File: config.mk
export PLATFORM = sky130hd
export DESIGN_NAME = harry_anim_ctrl
export DESIGN_NICKNAME = d
export VERILOG_FILES = /design/src/rtl/harry_pkg.sv /design/src/rtl/frame_div.sv /design/src/rtl/harry_anim_ctrl.sv
export SDC_FILE = /design/constraint.sdc
export NUM_CORES = 1
export LEC_CHECK = 0
export ABC_AREA = 1
export BUFFER_PORTS_ARGS = -buffer_cell sky130_fd_sc_hd__buf_2
export CAP_MARGIN = 20
export CORE_MARGIN = 5
export CORE_UTILIZATION = 45
export DETAILED_ROUTE_END_ITERATION = 7
export PLACE_DENSITY = 0.73
export SYNTH_ARGS = -nofsm -noshare
export SYNTH_HDL_FRONTEND = slang
export SYNTH_SLANG_ARGS = --single-unit
export TNS_END_PERCENT = 10
File: constraint.sdc
create_clock -name Clk -period 7.5 [get_ports Clk]
set_clock_uncertainty 0.15 [all_clocks]
set_input_delay 2.25 -clock Clk [delete_from_list [all_inputs] [get_ports Clk]]
set_output_delay 2.25 -clock Clk [all_outputs]
set_load 0.02 [all_outputs]
File: src/rtl/harry_pkg.sv
// Shared types for the Harry sprite animation path.
// Latency: n/a (types and constants only).
// Backpressure: n/a.
package harry_pkg;

    // Sprite ROM frame codes; values 10-15 are never produced.
    typedef enum logic [3:0] {
        HS_STAND  = 4'd0,
        HS_JUMP   = 4'd1,
        HS_RUN1   = 4'd2,
        HS_RUN2   = 4'd3,
        HS_RUN3   = 4'd4,
        HS_RUN4   = 4'd5,
        HS_RUN5   = 4'd6,
        HS_VINE   = 4'd7,
        HS_CLIMB1 = 4'd8,
        HS_CLIMB2 = 4'd9
    } harry_state_t;

    typedef enum logic [2:0] {
        M_STAND,
        M_RUN,
        M_JUMP,
        M_VINE,
        M_CLIMB
    } mode_t;

    localparam int RUN_PHASES = 5;

endpackage

File: src/rtl/frame_div.sv
// Frame-tick divider: counts enabled ticks and pulses wrap on the tick where it rolls over.
// Latency: wrap is combinational from the current count, qualified by tick/en/clr.
// Backpressure: none; advances only on Clk edges with tick=1.
// Ports: Clk, Reset_n (async, active-low), tick (frame strobe), en (count enable),
//        clr (synchronous clear on tick, overrides en), wrap (rollover pulse).
module frame_div #(
    parameter int DIV = 4
) (
    input  logic Clk,
    input  logic Reset_n,
    input  logic tick,
    input  logic en,
    input  logic clr,
    output logic wrap
);

    localparam int W = (DIV > 1) ? $clog2(DIV) : 1;

    logic [W-1:0] cnt;
    logic         at_end;

    assign at_end = (cnt == W'(DIV - 1));
    assign wrap   = tick & en & ~clr & at_end;

    always_ff @(posedge Clk or negedge Reset_n) begin
        if (!Reset_n) begin
            cnt <= '0;
        end else if (tick) begin
            if (clr) begin
                cnt <= '0;
            end else if (en) begin
                cnt <= at_end ? '0 : cnt + W'(1);
            end
        end
    end

endmodule

File: src/rtl/harry_anim_ctrl.sv
// Harry animation sequencer: turns keys and physics flags into the 4-bit sprite frame code.
// Latency: one Clk after a sampled frame_tick, all outputs registered.
// Backpressure: none; every register holds on Clk edges without frame_tick.
// Ports: Clk, Reset_n (async, active-low), frame_tick, key_left/right/jump, climb_move,
//        on_ground/vine/ladder in; harry_state (sprite code), facing_left, jump_active out.
module harry_anim_ctrl #(
    parameter int RUN_DIV     = 4,
    parameter int CLIMB_DIV   = 8,
    parameter int JUMP_FRAMES = 32
) (
    input  logic       Clk,
    input  logic       Reset_n,
    input  logic       frame_tick,
    input  logic       key_left,
    input  logic       key_right,
    input  logic       key_jump,
    input  logic       climb_move,
    input  logic       on_ground,
    input  logic       on_vine,
    input  logic       on_ladder,
    output logic [3:0] harry_state,
    output logic       facing_left,
    output logic       jump_active
);

    import harry_pkg::*;

    mode_t        mode, mode_nxt;
    harry_state_t state_nxt;
    logic         jump_prev;
    logic [7:0]   jump_cnt, jump_cnt_nxt;
    logic [2:0]   run_phase, run_phase_nxt;
    logic         climb_frame, climb_frame_nxt;
    logic         facing_nxt;
    logic         jump_rise, dir, jump_hold, mode_legal, jump_entry;
    logic         run_clr, run_wrap, climb_clr, climb_wrap;

    assign jump_rise = key_jump & ~jump_prev;
    assign dir       = key_left ^ key_right;

    // Mode selection in priority order. A jump is held until its minimum
    // duration has elapsed and the feet are back on the floor.
    always_comb begin
        jump_hold  = 1'b0;
        mode_legal = 1'b1;
        mode_nxt   = M_STAND;
        case (mode)
            M_STAND, M_RUN, M_VINE, M_CLIMB: jump_hold = 1'b0;
            M_JUMP:  jump_hold = !((jump_cnt == 8'd0) && on_ground);
            default: mode_legal = 1'b0;
        endcase
        if (!mode_legal)                mode_nxt = M_STAND;
        else if (on_vine)               mode_nxt = M_VINE;
        else if (on_ladder)             mode_nxt = M_CLIMB;
        else if (jump_hold)             mode_nxt = M_JUMP;
        else if (jump_rise && on_ground) mode_nxt = M_JUMP;
        else if (dir)                   mode_nxt = M_RUN;
        else                            mode_nxt = M_STAND;
    end

    // A fresh jump can start on the very tick the previous one lands.
    assign jump_entry = (mode_nxt == M_JUMP) && !jump_hold;

    // Cadence counters restart on entry and stay cleared outside their mode.
    assign run_clr   = (mode_nxt != M_RUN)   || (mode != M_RUN);
    assign climb_clr = (mode_nxt != M_CLIMB) || (mode != M_CLIMB);

    frame_div #(.DIV(RUN_DIV)) u_run_div (
        .Clk     (Clk),
        .Reset_n (Reset_n),
        .tick    (frame_tick),
        .en      (1'b1),
        .clr     (run_clr),
        .wrap    (run_wrap)
    );

    frame_div #(.DIV(CLIMB_DIV)) u_climb_div (
        .Clk     (Clk),
        .Reset_n (Reset_n),
        .tick    (frame_tick),
        .en      (climb_move),
        .clr     (climb_clr),
        .wrap    (climb_wrap)
    );

    always_comb begin
        jump_cnt_nxt = jump_cnt;
        if (jump_entry)
            jump_cnt_nxt = 8'(JUMP_FRAMES - 1);
        else if ((mode_nxt == M_JUMP) && (jump_cnt != 8'd0))
            jump_cnt_nxt = jump_cnt - 8'd1;

        run_phase_nxt = run_phase;
        if (run_clr)
            run_phase_nxt = 3'd0;
        else if (run_wrap)
            run_phase_nxt = (run_phase == 3'(RUN_PHASES - 1)) ? 3'd0 : run_phase + 3'd1;

        climb_frame_nxt = climb_frame;
        if (climb_clr)
            climb_frame_nxt = 1'b0;
        else if (climb_wrap)
            climb_frame_nxt = ~climb_frame;

        // Mirroring freezes while hanging on a vine or ladder.
        facing_nxt = facing_left;
        if (dir && (mode_nxt != M_VINE) && (mode_nxt != M_CLIMB))
            facing_nxt = key_left;

        state_nxt = HS_STAND;
        case (mode_nxt)
            M_STAND: state_nxt = HS_STAND;
            M_JUMP:  state_nxt = HS_JUMP;
            M_RUN:   state_nxt = harry_state_t'(4'(HS_RUN1) + 4'(run_phase_nxt));
            M_VINE:  state_nxt = HS_VINE;
            M_CLIMB: state_nxt = climb_frame_nxt ? HS_CLIMB2 : HS_CLIMB1;
            default: state_nxt = HS_STAND;
        endcase
    end

    always_ff @(posedge Clk or negedge Reset_n) begin
        if (!Reset_n) begin
            mode        <= M_STAND;
            jump_prev   <= 1'b0;
            jump_cnt    <= 8'd0;
            run_phase   <= 3'd0;
            climb_frame <= 1'b0;
            harry_state <= 4'd0;
            facing_left <= 1'b0;
            jump_active <= 1'b0;
        end else if (frame_tick) begin
            mode        <= mode_nxt;
            jump_prev   <= key_jump;
            jump_cnt    <= jump_cnt_nxt;
            run_phase   <= run_phase_nxt;
            climb_frame <= climb_frame_nxt;
            harry_state <= state_nxt;
            facing_left <= facing_nxt;
            jump_active <= (mode_nxt == M_JUMP);
        end
    end

endmodule

# Word level (Yosys, flattened, before mapping)
# Index checks and enable logic that the tools add are counted.
[classes]
n_bitwise = 11
n_reduce_logical = 19
mux = 22
n_eq_ne = 16
n_addsub = 5
[ops]
columns = ["op", "count"]
rows = [
  ["$mux W3", 9],
  ["$mux W8", 2],
  ["$pmux W4 S4", 1],
  ["$eq A3 B2 Y1 const B", 4],
  ["$eq A3 B3 Y1 const B", 4],
  ["$logic_not A8 Y1", 1],
  ["$mux W2", 4],
  ["$reduce_bool A8 Y1", 1],
  ["$sub A8 B1 Y8 const B", 1],
  ["$add A3 B1 Y3 const B", 2],
  ["$and A1 B1 Y1", 6],
  ["$eq A3 B1 Y1 const B", 2],
  ["$logic_and A1 B1 Y1", 6],
  ["$mux W1", 6],
  ["$ne A3 B1 Y1 const B", 2],
  ["$ne A3 B3 Y1 const B", 2],
  ["$reduce_and A2 Y1", 3],
  ["$reduce_or A5 Y1", 1],
  ["$add A2 B3 Y4 const A", 1],
  ["$not A1 Y1", 4],
  ["$reduce_bool A2 Y1", 2],
  ["$logic_not A3 Y1", 1],
  ["$ne A3 B2 Y1 const B", 1],
  ["$add A2 B1 Y2 const B", 1],
  ["4 further kinds", 6],
]
[totals]
reg_bits = 27
input_bits = 10
wordCells = 83

# Longest topological paths before layout
# Gate-level depths: netlist (run 1).
[depth]
depth_word = 17
ltp_mapped = 19
ltp_nobuf = 19

# Modules after synthesis
# From an unflattened synthesis (run 1), not the netlist that was laid out.
[hier_totals]
hier_cells = 208
hier_area_um2 = 1711.6
[modules_own_cells]
columns = ["module", "cells_per_inst", "n_inst", "seq_area_each_um2", "area_each_um2"]
rows = [
  ["harry_anim_ctrl", 175, 1, 550.5, 1421.4],
  ["frame_div (u_climb_div)", 19, 1, 75.1, 170.2],
  ["frame_div (u_run_div)", 14, 1, 50.0, 120.1],
]

# Worst setup path after synthesis (run 1)
# No wires, ideal clock.
[synth_path]
path_type = "input to register"
startpoint = "input port key_left"
endpoint = "register harry_state[2]"
path_buffers = 0
stages = 12
t_arrival_ns = 3.718
slack_ns = 3.504
setup_time_ns = 0.128
path_cell_list = "xor2_1 nor2b_2 nand2_4 nand2_4 nand4_2 nor2_2 nand3b_1 nand3_2 inv_1 ha_1 nor3_1 o21ai_0"
[synth_via]
elab_chain_cells = 16
[synth_rtl]
columns = ["element", "line", "source"]
rows = [
  ["from (decl)", "harry_anim_ctrl.sv:14", "input logic key_left,"],
  ["$xor A1 B1 Y1 *", "harry_anim_ctrl.sv:39", "assign dir = key_left ^ key_right;"],
  ["$mux W1 *", "harry_anim_ctrl.sv:57", "else if (dir) mode_nxt = M_RUN;"],
  ["$mux W2 *", "harry_anim_ctrl.sv:56", "else if (jump_rise && on_ground) mode_nxt = M_JUMP;"],
  ["$mux W2 *", "harry_anim_ctrl.sv:55", "else if (jump_hold) mode_nxt = M_JUMP;"],
  ["$mux W3 *", "harry_anim_ctrl.sv:54", "else if (on_ladder) mode_nxt = M_CLIMB;"],
  ["$mux W3 *", "harry_anim_ctrl.sv:53", "else if (on_vine) mode_nxt = M_VINE;"],
  ["$mux W3 *", "harry_anim_ctrl.sv:52", "if (!mode_legal) mode_nxt = M_STAND;"],
  ["$ne A3 B1 Y1 *", "harry_anim_ctrl.sv:65", "assign run_clr = (mode_nxt != M_RUN) || (mode != M_RUN);"],
  ["$logic_or A1 B1 Y1 *", "harry_anim_ctrl.sv:65", ""],
  ["$not A1 Y1", "frame_div.sv:23", "assign wrap = tick & en & ~clr & at_end;"],
  ["$and A1 B1 Y1 (2 in series)", "frame_div.sv:23", ""],
  ["$mux W3", "harry_anim_ctrl.sv:96", "else if (run_wrap)"],
  ["$mux W3 *", "harry_anim_ctrl.sv:94", "if (run_clr)"],
  ["via run_phase_nxt[1]", "harry_anim_ctrl.sv:32", "logic [2:0] run_phase, run_phase_nxt;"],
  ["$add A2 B3 Y4 *", "harry_anim_ctrl.sv:114", "M_RUN: state_nxt = harry_state_t'(4'(HS_RUN1) + 4'(run_phase_nxt));"],
  ["$pmux W4 S4 *", "harry_anim_ctrl.sv:111", "case (mode_nxt)"],
  ["to (signal assigned)", "harry_anim_ctrl.sv:137", "harry_state <= state_nxt;"],
  ["to (decl)", "harry_anim_ctrl.sv:21", "output logic [3:0] harry_state,"],
]
# The timed path passes the listed nets; every way through them passes the cells marked *.
# A chain may end at the register's enable or synchronous reset.

# Worst setup path in the final report (run 1)
# Ends and elaborated chain as after synthesis.

==> flow_summary.toml, run 1 <==
[sta]
hold_viol_final = 0
hold_ws_ns = 0.3378
rsz0062_at_grt = "no"
finalSetupViolCount = 0
max_slew_margin_pct = 60.93
worstMarginPinSlew_ns = 0.5861
period_share_pct = 52.93
setup-tns-final_ns = 0
period_needed_ns = 3.970
timing.fmax_ghz = 0.2519
slew_viol_final = 0

[place]
portBuffers = 15
dpl.hpwl_mm = 2.580
place_area_sq_um = 1815
gp_congestion = 0.7765
dp_cells = 262

[route]
firstDrtPassIters = 4
drtIter0Drc = 32
routed_via_density = 4.981
postRouteAntennaNets = 0
drcViolationCount = 0
wl_per_cell_um = 12.12
routed-via-count = 1325
wirelength_mm = 3.225

[cts]
cts_hold_buf = 0
clockRootBuffer = "clkbuf_8"
h-tree-depth = 1
cts_buffers = 3
cts_sinks = 27
cts_setup_buffers = 0
cts_resized = 0
clk_latency_ns = 0.27
clk_pin_slew_worst_paths_ns = 0.10
clk_path_buf_depth = 2
cts_tree = "done"

[power]
intPower_mw = 0.2342
leakagePower_nw = 0.9002
power_frac_comb_pct = 26.3
p_per_area_nw_per_um2 = 190.7
switching_share_pct = 33.97
clkPwrFrac_pct = 23.6
p_seq_share_pct = 50.0
ir_drop_mv = 0.09171
p_sw_mw = 0.1205

[global_routing]
grt-ovfl-total = 0
grt_pass1_wl_mm = 5.761
grt_start_max_net_pins = 28
grtUsageTotal_pct = 13.73
first_global_vias = 1305
antenna_found_initial = 0

[finish]
area_delta_synth_final_pct = 9.661
drive_above_1_share_pct = 23.85
final_area_sq_um = 1861
finalNonFillerCells = 266
diodes = 0
layout.nets = 237

[logic_synthesis]
yosys.area.top_type = "dfrtp_1"
synth_nets = 220
synth_seq_area_share_pct = 39.82
synth_area_sq_um = 1697
ys_top_cells_by_count = "nand2_1 (34), inv_1 (30), dfrtp_1 (27)"
synthCells = 202
ys_ff_latch = 27
netlist_top_cells_area = "dfrtp_1 (40%), nand2_1 (7.5%), inv_1 (6.6%)"
synth_top_flop_cell = "dfrtp_1"
synth_edf_count = 0
ys_warn_count = 0
synth_cell_type_count = 37
synth.most_common_cell = "nand2_1"
synth_async_sr_flop_share_pct = 100.0
syn_area_per_cell_sq_um = 8.399
synth_top_area_share_pct = 39.82

[critical_path]
worst_path_dominant_cell_family = "simple AND/OR/NAND/NOR gates"
path_class = "in -> reg"
crit_slowest_cell = "ha_1"
cp_slowest_stage_delay_ns = 0.28
crit_top_cell = "nand2_4"
crit_arrival_ns = 3.98
cp_cell_sequence = "buf_2 > xor2_1 > nor2b_2 > nand2_4 > nand2_4 > nand4_2 > nor2_2 > nand3b_1 > nand3_2 > inv_1 > ha_1 > nor3_1 > o21ai_0"
cp_max_fo = 5
cp.buffers_inverters = 2
start_kind = "input port"
worstSetupEndpointType = "flip-flop"
crit_required_ns = 7.51

[outcome]
status = "finished clean"

[floorplan]
die_area_sq_um = 5098
pin_count = 16
die-height_um = 71.40
rows = 22
die_width_um = 71.40
coreArea_sq_um = 3661
start_util_pct = 46.34

[job]
maxCapViolations = 0

[hold_path]
min_path_type = "reg -> reg"
-- per-stage QoR --
step                utilization [%]  power, mW  worst slack [ns]
global route                  50.82     0.3805             3.306
finish                        50.82     0.3548             3.530
global placement              49.59     0.2723             3.281
detailed placement            49.59     0.2751             3.215
CTS                           50.82     0.3597             3.523
floorplan                         -     0.2488             3.504
-- layout by cell type, fill, tap and decap left out, drive strengths merged, types with 2 or more instances in the layout --
master / instances
a21oi: 3
clkbuf: 4
nand4: 2
xor2: 5
a22o: 2
nand2: 42
nor2: 19
nand3: 21
inv: 35
buf: 15
dfrtp: 27
ha: 8
o21ai: 23
nor3: 4
-- path summary, 6_finish.rpt --
check,slack [ns],cells past startpoint,to,start
max,3.53,13,harry_state[2],key_left
min,0.34,2,harry_state[0],harry_state[0]
max reg2reg,4.89,16,harry_state[2],jump_cnt[0]
min reg2reg,0.34,2,harry_state[0],harry_state[0]
max in group asynchronous,4.99,1,harry_state[3],Reset_n
min in group asynchronous,1.81,1,mode[2],Reset_n
-- registers in the layout, summed over array words and instances, names as in the netlist --
name	cells
climb_frame	1
facing_left	1
harry_state	4
jump_active	1
jump_cnt	8
jump_prev	1
mode	3
run_phase	3
u_climb_div.cnt	3
u_run_div.cnt	2
-- per-layer routing --
metal | part of all wire, % | GRT usage, % | wire length (um) | vias to the layer above
met5 | 0 | 0 | 0 | -
met4 | 0.25 | 1.253 | 8 | 0
met3 | 2.6 | 2.945 | 85 | 2
met2 | 49 | 23.78 | 1577 | 16
met1 | 48 | 18.27 | 1553 | 629
li1 | - | - | - | 678
-- cell type report --
| cell class | count | area [sq um] |
|---|---|---|
| fill | 358 | 1800 |
| sequential | 27 | 675.6 |
| timing repair buffer | 15 | 75.07 |
| multi-input combinational | 136 | 863.3 |
| clock buffer | 4 | 45.04 |
| inverter | 36 | 141.4 |
| tap | 48 | 60.06 |
-- worst register-to-register path, delay by kind of cell, from the launching register on --
| kind | cells | cell delay, ns |
|---|---|---|
| and+or+nand+nor | 10 | 1.18 |
| adders and majority gates | 2 | 0.45 |
| buffers and inverters | 3 | 0.22 |
| AOI/OAI and AO/OA | 1 | 0.11 |
| DFF | 1 | 0.37 |
-- power groups by stage --
stage                     clock, mW  combinational [mW]  sequential [mW]
after floorplan                   0              0.0637            0.185
final                        0.0838              0.0935            0.178
after CTS                    0.0867              0.0950            0.178
after global placement            0              0.0925            0.180
after detailed placement          0              0.0945            0.181
after global routing         0.0938               0.107            0.180
-- cell families (layout without fill, tap and decap cells) --
logic type | count (synthesis) | count (layout) | synth area share, %
flip-flops | 27 | 27 | 39.82
XOR/XNOR | 5 | 5 | 2.581
buffers and inverters | 39 | 55 | 9.291
multiplexers | 1 | 1 | 0.6637
adder cells (fa/ha/maj) | 8 | 8 | 5.900
AND/OR/NAND/NOR | 91 | 91 | 30.46
AO/OA/AOI/OAI | 31 | 31 | 11.28
Note: power is estimated with default switching activity, not from simulation.
==> inputs of run 2 (changes only) <==
==> constraint.sdc (replaced) <==
create_clock -name Clk -period 4.1 [get_ports Clk]
set_clock_uncertainty 0.15 [all_clocks]
set_input_delay 1.23 -clock Clk [delete_from_list [all_inputs] [get_ports Clk]]
set_output_delay 1.23 -clock Clk [all_outputs]
set_load 0.02 [all_outputs]
==> run 2 against run 1 <==
Effect of this change: combinational power increased by 84%; first-iteration DRC count rose by 50%; register-to-register slack got worse by 3.4 ns.
==> flow_summary.toml, run 2 (synthesized netlist as in run 1, its figures left out) <==
[cts]
cts_tree = "done"
cts_hold_buf = 0
h-tree-depth = 1
cts_setup_buffers = 0
clk_path_buf_depth = 2
clk_pin_slew_worst_paths_ns = 0.09
clockRootBuffer = "clkbuf_8"
cts_resized = 0
clk_latency_ns = 0.27
cts_sinks = 27
cts_buffers = 3

[sta]
period_needed_ns = 2.943
setup-tns-final_ns = 0
timing.fmax_ghz = 0.3398
max_slew_margin_pct = 60.69
hold_viol_final = 0
rsz0062_at_grt = "no"
finalSetupViolCount = 0
period_share_pct = 71.77
worstMarginPinSlew_ns = 0.5897
slew_viol_final = 0

[global_routing]
grt_pass1_wl_mm = 5.692
grt_start_max_net_pins = 28
first_global_vias = 1260
grt-ovfl-total = 0
grtUsageTotal_pct = 13.74
antenna_found_initial = 0

[floorplan]
pin_count = 16
die-height_um = 71.40
rows = 22
start_util_pct = 46.34
coreArea_sq_um = 3661
die_area_sq_um = 5098
die_width_um = 71.40

[power]
p_per_area_nw_per_um2 = 349.0
leakagePower_nw = 0.9002
ir_drop_mv = 0.1297

[job]
maxCapViolations = 0

[finish]
area_delta_synth_final_pct = 9.661
finalNonFillerCells = 266
drive_above_1_share_pct = 23.85
layout_common_cells = "nand2_1 (34), inv_1 (30), dfrtp_1 (27)"
top_regs = "jump_cnt x8, harry_state x4"
layout.nets = 237
layout.cells.most_common = "nand2_1"
diodes = 0
top_register = "jump_cnt"
largest_reg_flops = 8
fillerInstances = 350

[place]
dp_cells = 262
portBuffers = 15
gp_congestion = 0.7769
dpl.hpwl_mm = 2.599

[route]
wirelength_mm = 3.203
drcViolationCount = 0
postRouteAntennaNets = 0
firstDrtPassIters = 4
routed-via-count = 1309
wl_per_cell_um = 12.04
drtIter0Drc = 48
routed_via_density = 4.921

[critical_path]
crit_top_cell = "nand2_4"
crit_slowest_cell = "ha_1"
crit_arrival_ns = 2.95
start_kind = "input port"
timing.reg2reg.setup_slack_ns = 1.49
cp_slowest_stage_delay_ns = 0.28
crit_required_ns = 4.10
worst_path_dominant_cell_family = "simple AND/OR/NAND/NOR gates"
worstSetupEndpointType = "flip-flop"
cp_cell_sequence = "buf_2 > xor2_1 > nor2b_2 > nand2_4 > nand2_4 > nand4_2 > nor2_2 > nand3b_1 > nand3_2 > inv_1 > ha_1 > nor3_1 > o21ai_0"
cp.buffers_inverters = 2
path_class = "in -> reg"
cp_max_fo = 5

[hold_path]
min_path_type = "reg -> reg"

[outcome]
status = "finished clean"
==> run 2: cell counts in the layout (fill, tap and decap cells not counted) <==
No cell type changed its count.
==> run 2: power breakdown <==
part	leakage [nW]	switching [mW]	internal [mW]	total, mW
combinational	0.539	0.115	0.0564	0.172
clock	0.0228	0.0824	0.0696	0.152
sequential	0.338	0.0231	0.303	0.326
==> run 2: area by class of cell <==
class / instances / area (sq um) / area share, %
multi-input combinational: 136 / 863.3 / 46.40
sequential: 27 / 675.6 / 36.31
clock buffer: 4 / 45.04 / 2.421
tap: 48 / 60.06 / 3.228
timing repair buffer: 15 / 75.07 / 4.035
inverter: 36 / 141.4 / 7.599
==> run 2: path summary, 6_finish.rpt <==
path	from	to	cells past startpoint
min in group asynchronous	Reset_n	mode[2]	1
setup reg to reg	jump_cnt[0]	harry_state[2]	14
hold / removal	harry_state[1]	harry_state[1]	2
hold reg to reg	harry_state[1]	harry_state[1]	2
setup / recovery	key_left	harry_state[2]	13
max in group asynchronous	Reset_n	jump_cnt[6]	1
==> run 2: per-layer routing <==
metal	wire length (um)	global-route usage [%]	vias to the layer above
met2	1525	22.96	15
met4	22	2.505	0
met1	1567	18.91	610
li1	-	-	680
met5	0	0	-
met3	88	2.244	4
==> run 2: tightest hold or removal path, stage by stage (launching register included) <==
cell	delay, ns
dfrtp_1	0.35
nand2_1	0.05
nand2_1	0.06
==> run 2: through the flow <==
step           area (sq um)  util [%]  setup slack (ns)  hold WS, ns  power (mW)
2_1_floorplan          1697         -             1.124       0.3236      0.4551
3_3_place_gp           1815     49.59            0.9013       0.3287      0.4981
3_5_place_dp           1815     49.59            0.8466       0.3236      0.5043
4_1_cts                1861     50.82             1.142       0.3514      0.6549
5_1_grt                1861     50.82            0.9450       0.3766      0.6978
6_report               1861     50.82             1.157       0.3384      0.6494
